### src/rtl/sar_scheduler_pkg.sv
// Shared types and constants for the SAR conversion scheduler.
// Holds the FSM encoding, the result width, the default timing parameters and the round-robin index helper.
package sar_scheduler_pkg;

    typedef enum logic [2:0] {
        ST_IDLE      = 3'd0,
        ST_SETTLE    = 3'd1,
        ST_START     = 3'd2,
        ST_WAIT_LOW  = 3'd3,
        ST_WAIT_HIGH = 3'd4,
        ST_HOLD      = 3'd5
    } sar_state_e;

    localparam int RES_W           = 16;
    localparam int DEFAULT_SETTLE  = 2;
    localparam int DEFAULT_TIMEOUT = 255;
    localparam int SETTLE_CW       = 4;
    localparam int TIMEOUT_CW      = 8;

    // Channel index reached by stepping 'off' places past 'base', wrapping at n.
    function automatic int rr_index(input int base, input int off, input int n);
        return (base + off) % n;
    endfunction

endpackage

### src/rtl/sar_scheduler_rr_arbiter.sv
// Combinational round-robin arbiter: picks the lowest-indexed requester strictly after last_grant.
// The search starts one past last_grant and wraps, so last_grant itself has the lowest priority.
module rr_arbiter
    import sar_scheduler_pkg::*;
#(
    parameter int NCH = 4,
    localparam int CW = $clog2(NCH)
) (
    input  logic [NCH-1:0] req,
    input  logic [CW-1:0]  last_grant,
    output logic [CW-1:0]  grant,
    output logic           any
);

    logic [CW-1:0] grant_s;
    logic          any_s;
    logic [CW-1:0] idx_s;

    // Scan from the farthest offset down so the nearest requester overrides.
    always_comb begin
        grant_s = '0;
        any_s   = 1'b0;
        idx_s   = '0;
        for (int off = NCH; off >= 1; off--) begin
            idx_s = CW'(rr_index(int'(last_grant), off, NCH));
            if (req[idx_s]) begin
                grant_s = idx_s;
                any_s   = 1'b1;
            end else begin
                grant_s = grant_s;
                any_s   = any_s;
            end
        end
    end

    assign grant = grant_s;
    assign any   = any_s;

endmodule

### src/rtl/sar_scheduler.sv
// Round-robin scheduler for a shared SAR ADC: selects a channel, waits for the mux to settle,
// starts a conversion, captures the result and holds it until the consumer accepts it.
module sar_scheduler
    import sar_scheduler_pkg::*;
#(
    parameter int NCH     = 4,
    parameter int SETTLE  = DEFAULT_SETTLE,
    parameter int TIMEOUT = DEFAULT_TIMEOUT,
    localparam int CW     = $clog2(NCH)
) (
    input  logic             clk,
    input  logic             reset_n,
    input  logic [NCH-1:0]   req,
    output logic [NCH-1:0]   ack,
    output logic [CW-1:0]    chan_sel,
    output logic             sar_go,
    input  logic             sar_valid,
    input  logic [RES_W-1:0] sar_result,
    output logic             res_valid,
    input  logic             res_ready,
    output logic [RES_W-1:0] res_data,
    output logic [CW-1:0]    res_chan,
    output logic             busy,
    output logic             timeout_err
);

    localparam logic [SETTLE_CW-1:0]  SETTLE_LD  = SETTLE_CW'(SETTLE);
    localparam logic [TIMEOUT_CW-1:0] TIMEOUT_LD = TIMEOUT_CW'(TIMEOUT);
    localparam logic [NCH-1:0]        ONE_HOT0   = {{(NCH-1){1'b0}}, 1'b1};

    sar_state_e            state_r, state_nxt_s;
    logic [SETTLE_CW-1:0]  settle_r, settle_nxt_s;
    logic [TIMEOUT_CW-1:0] tmo_r, tmo_nxt_s;
    logic [CW-1:0]         last_grant_r;
    logic [CW-1:0]         chan_sel_r;
    logic [NCH-1:0]        ack_r;
    logic                  sar_go_r;
    logic                  busy_r;
    logic                  res_valid_r;
    logic [RES_W-1:0]      res_data_r;
    logic [CW-1:0]         res_chan_r;
    logic                  timeout_err_r;

    logic [CW-1:0]         grant_s;
    logic                  any_s;
    logic                  load_grant_s;
    logic                  capture_s;
    logic                  release_s;
    logic                  tmo_hit_s;

    rr_arbiter #(.NCH(NCH)) u_arb (
        .req        (req),
        .last_grant (last_grant_r),
        .grant      (grant_s),
        .any        (any_s)
    );

    // Next-state, counter and event decode for the conversion sequence.
    always_comb begin
        state_nxt_s  = state_r;
        settle_nxt_s = settle_r;
        tmo_nxt_s    = tmo_r;
        load_grant_s = 1'b0;
        capture_s    = 1'b0;
        release_s    = 1'b0;
        tmo_hit_s    = 1'b0;
        case (state_r)
            ST_IDLE: begin
                if (any_s) begin
                    load_grant_s = 1'b1;
                    if (SETTLE == 0) begin
                        settle_nxt_s = '0;
                        state_nxt_s  = ST_START;
                    end else begin
                        settle_nxt_s = SETTLE_LD;
                        state_nxt_s  = ST_SETTLE;
                    end
                end else begin
                    state_nxt_s = ST_IDLE;
                end
            end
            ST_SETTLE: begin
                if (settle_r <= 4'd1) begin
                    settle_nxt_s = '0;
                    state_nxt_s  = ST_START;
                end else begin
                    settle_nxt_s = settle_r - 4'd1;
                end
            end
            ST_START: begin
                tmo_nxt_s   = TIMEOUT_LD;
                state_nxt_s = ST_WAIT_LOW;
            end
            ST_WAIT_LOW: begin
                // A low sar_valid is the SAR's acknowledgement that it has started.
                if (!sar_valid) begin
                    tmo_nxt_s   = TIMEOUT_LD;
                    state_nxt_s = ST_WAIT_HIGH;
                end else if (tmo_r == 8'd0) begin
                    tmo_hit_s   = 1'b1;
                    state_nxt_s = ST_IDLE;
                end else begin
                    tmo_nxt_s = tmo_r - 8'd1;
                end
            end
            ST_WAIT_HIGH: begin
                if (sar_valid) begin
                    capture_s   = 1'b1;
                    state_nxt_s = ST_HOLD;
                end else if (tmo_r == 8'd0) begin
                    tmo_hit_s   = 1'b1;
                    state_nxt_s = ST_IDLE;
                end else begin
                    tmo_nxt_s = tmo_r - 8'd1;
                end
            end
            ST_HOLD: begin
                if (res_ready) begin
                    release_s   = 1'b1;
                    state_nxt_s = ST_IDLE;
                end else begin
                    state_nxt_s = ST_HOLD;
                end
            end
            default: begin
                state_nxt_s  = ST_IDLE;
                settle_nxt_s = '0;
                tmo_nxt_s    = '0;
            end
        endcase
    end

    // State, counters and registered outputs; sar_go and busy are decoded from the next state.
    always_ff @(posedge clk or negedge reset_n) begin
        if (!reset_n) begin
            state_r       <= ST_IDLE;
            settle_r      <= '0;
            tmo_r         <= '0;
            last_grant_r  <= CW'(NCH - 1);
            chan_sel_r    <= '0;
            ack_r         <= '0;
            sar_go_r      <= 1'b0;
            busy_r        <= 1'b0;
            res_valid_r   <= 1'b0;
            res_data_r    <= '0;
            res_chan_r    <= '0;
            timeout_err_r <= 1'b0;
        end else begin
            state_r  <= state_nxt_s;
            settle_r <= settle_nxt_s;
            tmo_r    <= tmo_nxt_s;
            sar_go_r <= (state_nxt_s == ST_START);
            busy_r   <= (state_nxt_s != ST_IDLE);
            ack_r    <= load_grant_s ? (ONE_HOT0 << grant_s) : '0;
            if (load_grant_s) begin
                chan_sel_r <= grant_s;
            end
            if (capture_s) begin
                res_data_r  <= sar_result;
                res_chan_r  <= chan_sel_r;
                res_valid_r <= 1'b1;
            end else if (release_s) begin
                res_valid_r <= 1'b0;
            end
            if (release_s || tmo_hit_s) begin
                last_grant_r <= chan_sel_r;
            end
            if (tmo_hit_s) begin
                timeout_err_r <= 1'b1;
            end
        end
    end

    assign ack         = ack_r;
    assign chan_sel    = chan_sel_r;
    assign sar_go      = sar_go_r;
    assign res_valid   = res_valid_r;
    assign res_data    = res_data_r;
    assign res_chan    = res_chan_r;
    assign busy        = busy_r;
    assign timeout_err = timeout_err_r;

endmodule
### config.mk
export PLATFORM = sky130hd
export DESIGN_NAME = sar_scheduler
export DESIGN_NICKNAME = d
export VERILOG_FILES = /design/src/rtl/sar_scheduler_pkg.sv /design/src/rtl/sar_scheduler_rr_arbiter.sv /design/src/rtl/sar_scheduler.sv
export SDC_FILE = /design/constraint.sdc
export NUM_CORES = 1
export LEC_CHECK = 0
export BUFFER_PORTS_ARGS = -buffer_cell sky130_fd_sc_hd__buf_2
export CORE_ASPECT_RATIO = 0.6
export CORE_MARGIN = 8
export CORE_UTILIZATION = 35
export CTS_CLUSTER_DIAMETER = 60
export DETAILED_ROUTE_END_ITERATION = 10
export SYNTH_ARGS = -nofsm -noshare
export SYNTH_HDL_FRONTEND = slang
export SYNTH_HIERARCHICAL = 1
export SYNTH_SLANG_ARGS = --single-unit
### constraint.sdc
create_clock -name clk -period 2.68 [get_ports clk]
set_clock_uncertainty 0.2 [all_clocks]
set_input_delay 0.268 -clock clk [delete_from_list [all_inputs] [get_ports clk]]
set_output_delay 0.268 -clock clk [all_outputs]
set_load 0.05 [all_outputs]
==> flow_summary.ini <==
[run_status]
outcome = finished clean

[pwr]
p_seq_frac = 0.320
power_switching_uw = 1930
p_int_uw = 2000
clockPowerShare = 0.137
p_leak_uw = 0.00136
power_frac_comb = 0.543
power_uw = 3930
p_per_area_nw_per_um2 = 1370
swShare = 0.492
vdd_ir_drop_max_v = 0.000714

[finish]
fillers = 564
final_design_area_no_fill_um2 = 2870
diodes = 0
final_cell_mix = 51 x buf_2, 43 x dfrtp_1, 20 x mux2_2
fin_util = 0.464
drive_above_1_share = 0.336
nets = 308
final_common_cell = buf_2
area_delta_synth_final_pct = 26.7

[synth]
yosys_warnings = 6
synth_area_per_cell_um2 = 10.8
ys_async_sr_fraction = 1.00
syn-num-nets = 239
yosysSeqAreaShare = 0.498
synth_top_area_share = 0.475
synthCells = 210
ys_types = 51
yosysTopAreaCell = dfrtp_1
ys_top_cells_by_area = dfrtp_1 47%, mux2_2 9.9%, ha_1 2.8%
synth_seq_cells = 45
yosys_most_used_dff = dfrtp_1
synth_edf_count = 0
synth_area_um2 = 2270

[worst_setup_path]
worstPathArrival_ns = 2.27
critPathRequiredTime_ns = 2.72
ff2ff_path_depth = 6
cpLargestDelayFamily = simple AND/OR/NAND/NOR gates
crit_cells = 6
critPathLaunchType = register
r2r_start = tmo_r[0]
path_class = reg2reg
slowest_delay_ns = 0.42
critPathSlowestCell = dfrtp_1
crit_path_end_kind = register
crit_fanout = 5
cp_num_buf_inv = 1
startpoint = tmo_r[0]
path_cells = inv_1 > ha_1 > nor4b_2 > nand2_1 > o21ai_1 > mux2_2

[drt]
vias = 1831
vias_per_cell = 5.03
firstDrtPassIters = 4
drcViolationCount = 0
route.antenna.remaining_nets = 0
drt-initial-drc-count = 85
wl_mm = 5.34
wire_per_inst_um = 14.7

[flow_run]
cap_viol_max_count = 0

[sta]
maxSlewHeadroom = 0.558
worst_slew_pin_slew_ns = 0.663
finalSetupViolCount = 0
max_freq_mhz = 449
hold_viol_final = 0
fin_crit_ns = 2.23
fin_tns_setup_ns = 0
rsz0062_at_grt = no
whs_ns = 0.0190
final.period_utilization = 0.831
maxSlewViolCount = 0

[cts]
clock_latency_ns = 0.30
clkSinkCount = 45
cts_tree = done
post_cts_resized = 0
post_cts_buffers = 0
cts_buffers = 5
cts.path.max_buffers = 2
root_buffer = clkbuf_8
path_clk_slew_ns = 0.10
hold_buffers = 16
htree_num_levels = 2

[floorplanning]
die_width_um = 120
rows = 22
top_level_ports = 52
start_util = 0.366
dieArea_um2 = 9390
die_height_um = 78.3
design.core.area_um2 = 6190

[placed_design]
dpl.hpwl_mm = 3.90
place_congestion = 0.833
port_buffers = 51
placed_area_um2 = 2590

[global_route]
track_usage = 0.116
antenna_found_initial = 0
grt_pass1_wl_mm = 9.00
overflow = 0
grt_pass1_vias = 1879
grt_max_degree = 31

[worst_hold_path]
worst_hold_path.num_cells = 2
min_from = sar_result[11]
hold_class = in2reg
==> registers in the layout (all words and copies together) (netlist names) <==
register and flops:
res_data 16, tmo_r 8, ack 4, settle_r 4, state_r 3, chan_sel 2, last_grant_r 2, res_chan 2
busy 1, res_valid 1, sar_go 1, timeout_err 1
==> path summary, 6_finish.rpt <==
kind | endpoint | slack [ns]
min in group asynchronous | settle_r[3] | 0.20
worst max-delay path | last_grant_r[0] | 0.45
worst min-delay path | res_data[11] | 0.02
max in group asynchronous | last_grant_r[1] | 1.34
worst max register to register | last_grant_r[0] | 0.45
worst min register to register | res_valid | 0.29
==> Yosys cell counts, types with 3 or more instances <==
master / instances
nand3_1: 3
inv_1: 14
mux2_2: 20
nor3_1: 6
a21oi_1: 9
a31oi_1: 6
nand2_1: 14
nand2b_1: 6
nor2_1: 15
a22oi_1: 3
o21ai_0: 9
o2bb2ai_1: 5
dfrtp_1: 43
o22ai_1: 3
ha_1: 5
o31ai_1: 3
==> power by group through the flow <==
stage               registers [µW]  clock network (µW)  logic, µW
CTS                           1260                 554       2140
detailed placement            1260                   0       2120
global placement              1250                   0       2120
finish                        1260                 540       2140
global route                  1310                 586       2320
floorplan                     1850                   0       1050
==> area by class of cell <==
type,instances,area (µm²),share of cell area
Sequential cell,45,1130,0.393
Multi-Input combinational cell,144,1040,0.362
Inverter,14,52.6,0.0183
Clock inverter,3,47.5,0.0166
Tap cell,84,105,0.0366
Timing Repair Buffer,69,430,0.150
Clock buffer,5,68.8,0.0240
==> stage by stage <==
stage | setup WS [ns] | std cells
floorplan | 0.735 | 210
global placement | 0.571 | 340
detailed placement | 0.495 | 340
CTS | 0.485 | 364
global route | 0.303 | 364
finish | 0.454 | 364
==> cell families (layout without fill, tap and decap cells) <==
kind of cell	count (synthesis)	count (layout)	share of synthesized area
mux	21	21	0.104
fa+ha+maj	5	5	0.0276
buf+inv	21	91	0.0442
flops	45	45	0.498
simple gates	65	65	0.168
compound gates	53	53	0.159
==> worst reg2reg max path, delay by kind of cell (launching register included) <==
family	cells	cell delay, ns
simple gates	2	0.63
flops	1	0.42
mux	1	0.36
compound gates	1	0.25
fa+ha+maj	1	0.20
buf+inv	1	0.11
==> metal layers <==
layer  vias up  GRT usage  part of all wire
met4         0     0.0186            0.0022
met5         -          0                 0
met3         2     0.0614              0.11
met2        65      0.157              0.39
li1        896          -                 -
met1       868      0.160              0.50
(Power assumes the default switching activity.)
